### config.mk
export PLATFORM = sky130hd
export DESIGN_NAME = data_ram_access_unit_flat
export DESIGN_NICKNAME = d
export VERILOG_FILES = /design/src/rtl/data_ram_access_unit_if.sv /design/src/rtl/data_ram_access_unit.sv /design/src/flat_wrapper.sv
export SDC_FILE = /design/constraint.sdc
export NUM_CORES = 1
export LEC_CHECK = 0
export CAP_MARGIN = 20
export CORE_AREA = 2 2 206 127
export DETAILED_ROUTE_END_ITERATION = 10
export DIE_AREA = 0 0 208 129
export GPL_TIMING_DRIVEN = 0
export PLACE_DENSITY_LB_ADDON = 0.15
export SYNTH_ARGS = -nofsm -noshare
export SYNTH_HDL_FRONTEND = slang
export SYNTH_SLANG_ARGS = --single-unit
### constraint.sdc
create_clock -name clock -period 4.2 [get_ports clock]
set_clock_uncertainty 0.05 [all_clocks]
set_input_delay 0.63 -clock clock [delete_from_list [all_inputs] [get_ports clock]]
set_output_delay 0.63 -clock clock [all_outputs]
set_load 0.02 [all_outputs]
### src/rtl/data_ram_access_unit_if.sv
// Command and RAM-port bundle for the data RAM access unit.
// The slave view is the unit itself; master is the complementary view.
interface data_ram_access_unit_if #(
   parameter int unsigned DATA_WIDTH = 32,
   parameter int unsigned ADDR_WIDTH = 10
);
   logic [1:0]            command;
   logic                  commandValid;
   logic                  commandReady;
   logic [ADDR_WIDTH-1:0] baseAddress;
   logic [ADDR_WIDTH-1:0] targetAddress;
   logic [ADDR_WIDTH-1:0] length;
   logic [DATA_WIDTH-1:0] storeData;
   logic [DATA_WIDTH-1:0] loadData;
   logic                  loadValid;
   logic                  done;
   logic                  fault;
   logic [ADDR_WIDTH-1:0] ramAddress;
   logic [DATA_WIDTH-1:0] ramDataC;
   logic                  ramWriteEnable;
   logic [DATA_WIDTH-1:0] ramReadData;

   modport slave (
      input  command, commandValid, baseAddress, targetAddress, length, storeData, ramReadData,
      output commandReady, loadData, loadValid, done, fault, ramAddress, ramDataC, ramWriteEnable
   );

   modport master (
      output command, commandValid, baseAddress, targetAddress, length, storeData, ramReadData,
      input  commandReady, loadData, loadValid, done, fault, ramAddress, ramDataC, ramWriteEnable
   );
endinterface

### src/rtl/data_ram_access_unit.sv
// Sole master of the data RAM port: executes load, store and block-copy commands
// from the execute stage, with range checking at accept time.
module data_ram_access_unit #(
   parameter int unsigned DATA_WIDTH = 32,
   parameter int unsigned ADDR_WIDTH = 10,
   parameter int unsigned DEPTH      = 301
) (
   input logic                   clock,
   input logic                   reset,
   data_ram_access_unit_if.slave bus
);
   typedef enum logic [2:0] {
      StIdle, StLoadReq, StLoadCap, StStore, StCopyRd, StCopyCap, StCopyWr, StFinish
   } state_e;

   localparam logic [1:0]            CmdLoad  = 2'b00;
   localparam logic [1:0]            CmdStore = 2'b01;
   localparam logic [1:0]            CmdCopy  = 2'b10;
   localparam logic [ADDR_WIDTH:0]   DepthLim = (ADDR_WIDTH + 1)'(DEPTH);
   localparam logic [ADDR_WIDTH:0]   OneW     = (ADDR_WIDTH + 1)'(1);
   localparam logic [ADDR_WIDTH-1:0] OneA     = ADDR_WIDTH'(1);

   state_e                state_q, state_d;
   logic [ADDR_WIDTH-1:0] base_q, base_d, target_q, target_d, len_q, len_d, idx_q, idx_d;
   logic [DATA_WIDTH-1:0] buf_q, buf_d;
   logic                  prime_q, prime_d;
   logic                  ready_q, ready_d, we_q, we_d;
   logic                  lvalid_q, lvalid_d, done_q, done_d, fault_q, fault_d;
   logic [ADDR_WIDTH-1:0] addr_q, addr_d;
   logic [DATA_WIDTH-1:0] wdata_q, wdata_d, ldata_q, ldata_d;
   logic                  accept, bad;
   logic [ADDR_WIDTH:0]   src_end, dst_end;

   assign accept = bus.commandValid & ready_q;

   // Range check on the raw command fields, one bit wider so end addresses cannot wrap.
   always_comb begin
      src_end = {1'b0, bus.baseAddress} + {1'b0, bus.length} - OneW;
      dst_end = {1'b0, bus.targetAddress} + {1'b0, bus.length} - OneW;
      case (bus.command)
         CmdLoad, CmdStore: bad = ({1'b0, bus.baseAddress} >= DepthLim);
         CmdCopy:           bad = (bus.length != '0) && ((src_end >= DepthLim) ||
                                                          (dst_end >= DepthLim));
         default:           bad = 1'b1;
      endcase
   end

   always_ff @(posedge clock) begin
      if (reset) begin
         state_q  <= StIdle;
         base_q   <= '0;
         target_q <= '0;
         len_q    <= '0;
         idx_q    <= '0;
         buf_q    <= '0;
         prime_q  <= 1'b0;
         ready_q  <= 1'b0;
         addr_q   <= '0;
         wdata_q  <= '0;
         we_q     <= 1'b0;
         ldata_q  <= '0;
         lvalid_q <= 1'b0;
         done_q   <= 1'b0;
         fault_q  <= 1'b0;
      end else begin
         state_q  <= state_d;
         base_q   <= base_d;
         target_q <= target_d;
         len_q    <= len_d;
         idx_q    <= idx_d;
         buf_q    <= buf_d;
         prime_q  <= prime_d;
         ready_q  <= ready_d;
         addr_q   <= addr_d;
         wdata_q  <= wdata_d;
         we_q     <= we_d;
         ldata_q  <= ldata_d;
         lvalid_q <= lvalid_d;
         done_q   <= done_d;
         fault_q  <= fault_d;
      end
   end

   always_comb begin
      state_d  = state_q;
      base_d   = base_q;
      target_d = target_q;
      len_d    = len_q;
      idx_d    = idx_q;
      buf_d    = buf_q;
      prime_d  = prime_q;
      case (state_q)
         StIdle: begin
            if (accept) begin
               base_d   = bus.baseAddress;
               target_d = bus.targetAddress;
               len_d    = bus.length;
               idx_d    = '0;
               prime_d  = 1'b1;
               if (bad) begin
                  state_d = StFinish;
               end else begin
                  case (bus.command)
                     CmdLoad:  state_d = StLoadReq;
                     CmdStore: state_d = StStore;
                     default:  state_d = (bus.length == '0) ? StFinish : StCopyRd;
                  endcase
               end
            end
         end
         // The first read of a command holds its address for an extra cycle.
         StLoadReq: begin
            if (prime_q) prime_d = 1'b0;
            else         state_d = StLoadCap;
         end
         StLoadCap: state_d = StFinish;
         StStore:   state_d = StIdle;
         StCopyRd: begin
            if (prime_q) prime_d = 1'b0;
            else         state_d = StCopyCap;
         end
         StCopyCap: begin
            buf_d   = bus.ramReadData;
            state_d = StCopyWr;
         end
         StCopyWr: begin
            if (idx_q == len_q - OneA) begin
               state_d = StFinish;
            end else begin
               idx_d   = idx_q + OneA;
               state_d = StCopyRd;
            end
         end
         default: state_d = StIdle;
      endcase
   end

   // Output registers are loaded from the next state so they line up with it.
   always_comb begin
      ready_d  = (state_d == StIdle);
      addr_d   = addr_q;
      wdata_d  = wdata_q;
      we_d     = 1'b0;
      ldata_d  = ldata_q;
      lvalid_d = 1'b0;
      done_d   = 1'b0;
      fault_d  = 1'b0;
      if (state_q == StLoadCap) ldata_d = bus.ramReadData;
      case (state_d)
         StLoadReq, StCopyRd: addr_d = base_d + idx_d;
         StStore: begin
            addr_d  = base_d;
            wdata_d = bus.storeData;
            we_d    = 1'b1;
            done_d  = 1'b1;
         end
         StCopyWr: begin
            addr_d  = target_d + idx_d;
            wdata_d = buf_d;
            we_d    = 1'b1;
         end
         StFinish: begin
            fault_d  = (state_q == StIdle) & bad;
            lvalid_d = (state_q == StLoadCap);
            done_d   = ~fault_d & ~lvalid_d;
         end
         default: ;
      endcase
   end

   assign bus.commandReady   = ready_q;
   assign bus.ramAddress     = addr_q;
   assign bus.ramDataC       = wdata_q;
   assign bus.ramWriteEnable = we_q;
   assign bus.loadData       = ldata_q;
   assign bus.loadValid      = lvalid_q;
   assign bus.done           = done_q;
   assign bus.fault          = fault_q;
endmodule
### src/flat_wrapper.sv
// flat-port wrapper written by rule: the top's interface ports become plain ports
module data_ram_access_unit_flat 
#(
   parameter int unsigned DATA_WIDTH = 32,
   parameter int unsigned ADDR_WIDTH = 10,
   parameter int unsigned DEPTH      = 301
)
  (clock, reset, bus_command, bus_commandValid, bus_baseAddress, bus_targetAddress, bus_length, bus_storeData, bus_ramReadData, bus_commandReady, bus_loadData, bus_loadValid, bus_done, bus_fault, bus_ramAddress, bus_ramDataC, bus_ramWriteEnable);
  data_ram_access_unit_if #(.DATA_WIDTH(DATA_WIDTH), .ADDR_WIDTH(ADDR_WIDTH)) bus_i ();
  input logic clock;
  input logic reset;
  input wire logic [$bits(bus_i.command)-1:0] bus_command;
  input wire logic [$bits(bus_i.commandValid)-1:0] bus_commandValid;
  input wire logic [$bits(bus_i.baseAddress)-1:0] bus_baseAddress;
  input wire logic [$bits(bus_i.targetAddress)-1:0] bus_targetAddress;
  input wire logic [$bits(bus_i.length)-1:0] bus_length;
  input wire logic [$bits(bus_i.storeData)-1:0] bus_storeData;
  input wire logic [$bits(bus_i.ramReadData)-1:0] bus_ramReadData;
  output wire logic [$bits(bus_i.commandReady)-1:0] bus_commandReady;
  output wire logic [$bits(bus_i.loadData)-1:0] bus_loadData;
  output wire logic [$bits(bus_i.loadValid)-1:0] bus_loadValid;
  output wire logic [$bits(bus_i.done)-1:0] bus_done;
  output wire logic [$bits(bus_i.fault)-1:0] bus_fault;
  output wire logic [$bits(bus_i.ramAddress)-1:0] bus_ramAddress;
  output wire logic [$bits(bus_i.ramDataC)-1:0] bus_ramDataC;
  output wire logic [$bits(bus_i.ramWriteEnable)-1:0] bus_ramWriteEnable;
  assign bus_i.command = bus_command;
  assign bus_i.commandValid = bus_commandValid;
  assign bus_i.baseAddress = bus_baseAddress;
  assign bus_i.targetAddress = bus_targetAddress;
  assign bus_i.length = bus_length;
  assign bus_i.storeData = bus_storeData;
  assign bus_i.ramReadData = bus_ramReadData;
  assign bus_commandReady = bus_i.commandReady;
  assign bus_loadData = bus_i.loadData;
  assign bus_loadValid = bus_i.loadValid;
  assign bus_done = bus_i.done;
  assign bus_fault = bus_i.fault;
  assign bus_ramAddress = bus_i.ramAddress;
  assign bus_ramDataC = bus_i.ramDataC;
  assign bus_ramWriteEnable = bus_i.ramWriteEnable;
  data_ram_access_unit #(.DATA_WIDTH(DATA_WIDTH), .ADDR_WIDTH(ADDR_WIDTH), .DEPTH(DEPTH)) u_core (.clock(clock), .reset(reset), .bus(bus_i));
endmodule
==> results.sh, run 1 <==
export IMPL_clkPwrFrac=0.311
export IMPL_final_area_um2=10700
export IMPL_antenna_left=0
export IMPL_grt_max_degree=17
export IMPL_via_count=7516
export IMPL_ys_flop_type="dfxtp_1"
export IMPL_power_leakage_nw=4.28
export IMPL_grt_pass1_wl_um=40400
export IMPL_wl_per_cell_um=17.5
export IMPL_drive_gt1_frac=0.114
export IMPL_relSlewSlack=0.451
export IMPL_synth_seq_cells=123
export IMPL_hp_start="u_core.bus.loadData[18]"
export IMPL_dieHeight_um=129
export IMPL_internal_power_mw=3.16
export IMPL_drt_iter0_drc=513
export IMPL_rrSetupSlack_ns=-0.09
export IMPL_holdPathEnd="u_core.bus.loadData[18]"
export IMPL_setup_worst_path_class="reg -> reg"
export IMPL_regToRegEndpoint="u_core.bus.ramAddress[8]"
export IMPL_p_comb_frac=0.400
export IMPL_required_ns=4.49
export IMPL_min_path_type="reg -> reg"
export IMPL_cp_arrival_ns=4.57
export IMPL_drtPass1Iterations=5
export IMPL_grt_use_total=0.195
export IMPL_cts_buffers=17
export IMPL_detail_route_drc_violations=0
export IMPL_io_buffer_count=176
export IMPL_power_switching_mw=1.80
export IMPL_synth_edf_count=0
export IMPL_clock_latency_ns=0.41
export IMPL_worstHoldPathCells=2
export IMPL_pre_cts_slack_ns=-0.661
export IMPL_tightest_slew_ns=0.824
export IMPL_final_util=0.428
export IMPL_clkSinkCount=123
export IMPL_antenna_found_initial=1
export IMPL_vias_per_cell=4.89
export IMPL_grt_pass1_vias=6903
export IMPL_async_reset_ff_frac=0
export IMPL_dpl_cell_area_um2=9590
export IMPL_r2r_start="u_core.len_q[0]"
export IMPL_cts_tree="yes"
export IMPL_seqPwrFrac=0.289
export IMPL_cts_hold_buf=0
export IMPL_tns_ns=-0.0872
export IMPL_outcome="finished with violations"
export IMPL_fillers=2554
export IMPL_hpwl_um=20800
export IMPL_drt_total_wl_um=26900
export IMPL_yosysSeqAreaShare=0.332
export IMPL_core_area_um2=24900
export IMPL_rows=45
export IMPL_max_freq_mhz=233
export IMPL_ir_drop_mv=0.321
export IMPL_path_clk_slew_ns=0.06
export IMPL_hold_violations=0
export IMPL_yosys_area_top_type="dfxtp_1"
export IMPL_worstRegToRegCells=20
export IMPL_setup_viol=1
export IMPL_syn_num_nets=1118
export IMPL_max_cap_violations=0
export IMPL_failed_checks="setup timing"
export IMPL_synth_cell_type_count=72
export IMPL_syn_avg_cell_area_um2=7.66
export IMPL_die_area_um2=26800
export IMPL_synth_area_leaders="dfxtp_1 33%, nand2_1 10%, ha_1 8.3%"
export IMPL_syn_to_final_growth_pct=43.9
export IMPL_htree_levels=4
export IMPL_fin_crit_sh=1.02
export IMPL_die_width_um=208
export IMPL_slew_viol_final=0
export IMPL_syn_cell_area_um2=7410
export IMPL_powerDensity_nw_per_um2=465
export IMPL_fin_ws_ns=-0.0872
export IMPL_start_util=0.298
export IMPL_period_minus_slack_ns=4.29
export IMPL_endpoint_kind="register"
export IMPL_syn_inst=967
export IMPL_gp_congestion=0.890
export IMPL_synth_warnings=0
export IMPL_root_buffer="clkbuf_16"
export IMPL_ios=178
export IMPL_p_sw_frac=0.363
export IMPL_final_nets=1346
export IMPL_cp_start_kind="register"
export IMPL_path_max_fanout=8
export IMPL_rsz0062_at_grt="true"
export IMPL_cts_buffer_depth=2
export IMPL_grt_ovfl_total=0
export IMPL_synth_top_area_frac=0.332
==> cells by family after synthesis <==
logic type                 after synthesis  share of synthesized area
and+or+nand+nor                        359                      0.216
muxes                                   38                     0.0539
buffers and inverters                  139                     0.0738
xor gates and xnor gates                33                     0.0390
DFF                                    123                      0.332
AOI/OAI and AO/OA                      223                      0.194
adders and majority gates               52                     0.0909
==> sequential cells by signal, summed over array words and instances, names as in the netlist <==
signal	cells
u_core.bus.ramDataC	32
u_core.len_q	10
u_core.state_q	3
u_core.bus.commandReady	1
u_core.bus.ramWriteEnable	1
u_core.idx_q	10
u_core.bus.loadValid	1
u_core.bus.ramAddress	10
u_core.bus.loadData	32
u_core.bus.done	1
u_core.prime_q	1
u_core.target_q	10
u_core.bus.fault	1
u_core.base_q	10
==> layout make-up <==
type,count,area (µm²),share of cell area
timing repair buffer,210,2020,0.189
clock inverter,7,113,0.0106
sequential,123,2470,0.232
inverter,80,303,0.0284
clock buffer,23,498,0.0467
multi-input combinational,705,4600,0.432
antenna,1,2.50,0.000235
buffer,58,246,0.0231
tap,329,412,0.0386
==> worst max-delay path by stage <==
stage | start | to | slack (ns) | cells past startpoint
after floorplan | u_core.len_q[0] | u_core.bus.ramAddress[8] | 0.01 | 21
after global placement | bus_length[4] | u_core.bus.ramAddress[7] | -0.65 | 15
after detailed placement | u_core.len_q[0] | u_core.bus.ramAddress[8] | -0.66 | 22
after CTS | u_core.len_q[0] | u_core.bus.ramAddress[8] | -0.06 | 20
after global routing | u_core.len_q[0] | u_core.bus.ramAddress[8] | -0.26 | 21
final | u_core.len_q[0] | u_core.bus.ramAddress[8] | -0.09 | 20
==> repair_timing <==
item	in CTS	in global routing
setup endpoints to repair	12	12
resized for setup	22	35
buffers inserted	19	13
gates cloned	0	1
pin swaps	14	20
==> cell usage in the layout, fill, tap and decap left out, types with 9 or more instances in the layout <==
cell type,n
nand2_1,197
clkdlybuf4s50_1,175
dfxtp_1,121
a21oi_1,89
inv_1,76
nor2_1,52
clkbuf_1,48
ha_1,47
o211ai_1,38
nand3_1,34
buf_4,33
mux2i_1,23
xnor2_1,20
clkbuf_16,17
mux2_2,14
and2_1,13
o21ai_0,13
a31oi_1,12
xor2_1,12
nor3_1,11
a21oi_2,9
==> power groups by stage <==
stage / Sequential, mW / Combinational [mW] / Clock, mW
after global placement: 1.45 / 1.77 / 0
after floorplan: 1.57 / 0.975 / 0
after CTS: 1.43 / 1.83 / 1.56
after detailed placement: 1.45 / 1.77 / 0
after global routing: 1.45 / 2.15 / 1.62
final: 1.43 / 1.98 / 1.54
==> per-stage QoR <==
stage / total power, mW / hold WS, ns / instances
floorplan: 2.54 / 0.386 / 967
global placement: 3.22 / 0.387 / 1472
detailed placement: 3.22 / 0.394 / 1473
CTS: 4.82 / 0.405 / 1521
global route: 5.22 / 0.419 / 1535
finish: 4.96 / 0.403 / 1536
==> synthesized netlist by cell type (3+ instances only) <==
cell	number
a31oi_1	13
o21bai_1	4
fa_1	3
or2_2	4
and3_1	5
nand2b_1	6
a21o_1	7
a211o_1	7
ha_1	49
nor2_1	54
a211oi_1	3
mux2_2	15
nand2_1	198
inv_1	80
buf_2	4
nand3_1	34
nor2b_1	6
nand4_1	8
buf_1	4
xnor2_1	20
xor2_1	13
nor4_1	3
dfxtp_1	123
nor3_1	13
mux2i_1	23
a21oi_1	98
o211ai_1	38
o31ai_1	3
clkbuf_1	47
o21ai_0	19
and2_1	13
==> routing by layer <==
| metal | global-route usage | vias to the layer above | share of wire |
|---|---|---|---|
| met1 | 0.318 | 3514 | 0.55 |
| li1 | - | 3766 | - |
| met4 | 0.0384 | 0 | 0.0070 |
| met3 | 0.0403 | 15 | 0.058 |
| met5 | 0 | - | 0 |
| met2 | 0.253 | 221 | 0.39 |
==> worst max-delay path, stage by stage, from the launching register on <==
cell and delay [ns]:
dfxtp_4 0.39, inv_4 0.05, ha_4 0.15, xnor2_1 0.11, a211o_1 0.31, a211oi_2 0.21, nand4_1 0.18, or3_1 0.38
buf_6 0.15, and2_4 0.16, a22o_4 0.28, fa_2 0.36, a21o_1 0.20, a21oi_2 0.14, o21bai_1 0.10, a21oi_2 0.17
o21ai_1 0.10, xor2_1 0.16, nor2_1 0.06, a211o_1 0.34, a21oi_1 0.13
Power figures use the tool's default switching activity.
==> inputs of run 2 (changes only) <==
Settings changed: CTS_CLUSTER_SIZE set to 20.
==> results of run 2 <==
No change in the layout: final DEF, timing and power equal those of run 1.
==> inputs of run 3 (changes only) <==
Clock period 4.2 ns to 5.4 ns, I/O delays scaled along.
==> run 3 against run 2 <==
Effect of this change: the run now ends clean; first-iteration DRC count increased by 0.58%; design area decreased by 4.0%; sequential share of layout area increased by 0.90 points; setup slack improved by 0.40 ns; global-route usage increased by 0.088 points.
==> results.sh, run 3 (synthesized netlist as in run 1, its figures left out) <==
export IMPL_fin_crit_sh=0.941
export IMPL_total_power_mw=3.76
export IMPL_core_area_um2=24900
export IMPL_ios=178
export IMPL_drtPass1Iterations=5
export IMPL_io_buffer_count=176
export IMPL_die_width_um=208
export IMPL_start_util=0.298
export IMPL_tightest_slew_ns=0.845
export IMPL_htree_levels=4
export IMPL_drt_total_wl_um=26300
export IMPL_cp_arrival_ns=5.37
export IMPL_dieHeight_um=129
export IMPL_drt_iter0_drc=516
export IMPL_outcome="completed"
export IMPL_holdPathEnd="u_core.bus.ramDataC[29]"
export IMPL_grt_pass1_vias=6941
export IMPL_worstRegToRegCells=21
export IMPL_path_max_fanout=9
export IMPL_drive_gt1_frac=0.0612
export IMPL_powerDensity_nw_per_um2=367
export IMPL_ir_drop_mv=0.223
export IMPL_max_freq_mhz=197
export IMPL_crit_chain="inv_1 -> ha_1 -> clkbuf_2 -> xnor2_1 -> a211o_1 -> a211oi_2 -> nand4_1 -> or3_1 -> buf_6 -> and2_2 -> a22o_1 -> fa_1 -> a21o_1 -> a21oi_1 -> o21bai_1 -> a21oi_1 -> o21ai_0 -> xor2_1 -> nor2_1 -> a211o_1 -> a21oi_1"
export IMPL_antenna_found_initial=1
export IMPL_syn_to_final_growth_pct=38.1
export IMPL_period_minus_slack_ns=5.08
export IMPL_cts_hold_buf=0
export IMPL_final_util=0.411
export IMPL_grt_pass1_wl_um=40600
export IMPL_cts_buffer_depth=2
export IMPL_dpl_cell_area_um2=9590
export IMPL_regToRegEndpoint="u_core.bus.ramAddress[8]"
export IMPL_tns_ns=0
export IMPL_grt_use_total=0.196
export IMPL_worstHoldPathCells=2
export IMPL_detail_route_drc_violations=0
export IMPL_pre_cts_slack_ns=0.318
export IMPL_final_area_um2=10200
export IMPL_hold_violations=0
export IMPL_grt_max_degree=17
export IMPL_cts_setup_buffers=0
export IMPL_gp_congestion=0.875
export IMPL_clkSinkCount=123
export IMPL_setup_viol=0
export IMPL_max_cap_violations=0
export IMPL_endpoint_kind="register"
export IMPL_final_cell_mix="198 x nand2_1, 176 x clkdlybuf4s50_1, 123 x dfxtp_1, 98 x a21oi_1, 80 x inv_1"
export IMPL_cpMostUsedCell="a21oi_1"
export IMPL_cts_tree="yes"
export IMPL_die_area_um2=26800
export IMPL_layout_commonest_cell="nand2_1"
export IMPL_cp_start_kind="register"
export IMPL_final_cell_count_no_fill=1505
export IMPL_rows=45
export IMPL_slew_viol_final=0
export IMPL_relSlewSlack=0.435
export IMPL_antenna_left=0
export IMPL_final_nets=1314
export IMPL_power_leakage_nw=4.08
export IMPL_setup_worst_path_class="reg -> reg"
export IMPL_rsz0062_at_grt="false"
export IMPL_rrSetupSlack_ns=0.32
export IMPL_grt_ovfl_total=0
export IMPL_min_path_type="reg -> reg"
export IMPL_hp_start="u_core.bus.ramDataC[29]"
export IMPL_cts_resized=0
export IMPL_fin_ws_ns=0.317
export IMPL_root_buffer="clkbuf_16"
export IMPL_path_clk_slew_ns=0.06
export IMPL_slowest_delay_ns=0.49
export IMPL_clock_latency_ns=0.42
export IMPL_required_ns=5.69
export IMPL_r2r_start="u_core.len_q[0]"
export IMPL_holdWs_ns=0.402
export IMPL_hpwl_um=21000
export IMPL_dp_cells=1473
export IMPL_cts_buffers=17
export IMPL_wl_per_cell_um=17.5
export IMPL_diodes=0
export IMPL_worst_path_max_delay_cell="fa_1"
export IMPL_fillers=2604
export IMPL_via_count=7360
export IMPL_vias_per_cell=4.89
-- run 3: worst max-delay path by stage --
stage                    start                  endpoint  slack, ns  depth (start not counted)
4_1_cts        u_core.len_q[0]  u_core.bus.ramAddress[8]       0.33                         22
3_3_place_gp   u_core.len_q[0]  u_core.bus.ramAddress[8]       0.32                         22
2_1_floorplan  u_core.len_q[0]  u_core.bus.ramAddress[8]       1.09                         21
6_report       u_core.len_q[0]  u_core.bus.ramAddress[8]       0.32                         21
3_5_place_dp     bus_length[1]  u_core.bus.ramAddress[6]       0.32                         17
5_1_grt        u_core.len_q[0]  u_core.bus.ramAddress[8]      0.006                         21
-- run 3: report_power, final --
group	switching [mW]	total, mW	internal [mW]
clock	0.440	1.25	0.808
combinational	0.833	1.39	0.560
sequential	0.0858	1.12	1.03
-- run 3: cell type report --
cell class	instances	area, µm²	share of cell area
Multi-Input combinational cell	705	4410	0.431
Inverter	80	300	0.0294
Clock inverter	11	166	0.0163
Tap cell	329	412	0.0402
Timing Repair Buffer	177	1770	0.173
Sequential cell	123	2460	0.241
Buffer	59	246	0.0241
Clock buffer	21	470	0.0460
-- run 3: metal layers --
layer | GRT usage | wire length, µm
met2 | 0.260 | 9990
met1 | 0.317 | 14700
met4 | 0.0442 | 194
met3 | 0.0349 | 1480
met5 | 0 | 0
-- run 3: worst max-delay path, delay by kind of cell, from the launching register on --
| kind | cells | cell delay [ns] |
|---|---|---|
| AOI/OAI and AO/OA | 10 | 2.16 |
| xor gates and xnor gates | 2 | 0.38 |
| DFF | 1 | 0.45 |
| and+or+nand+nor | 4 | 0.84 |
| buffers and inverters | 3 | 0.44 |
| adders and majority gates | 2 | 0.69 |
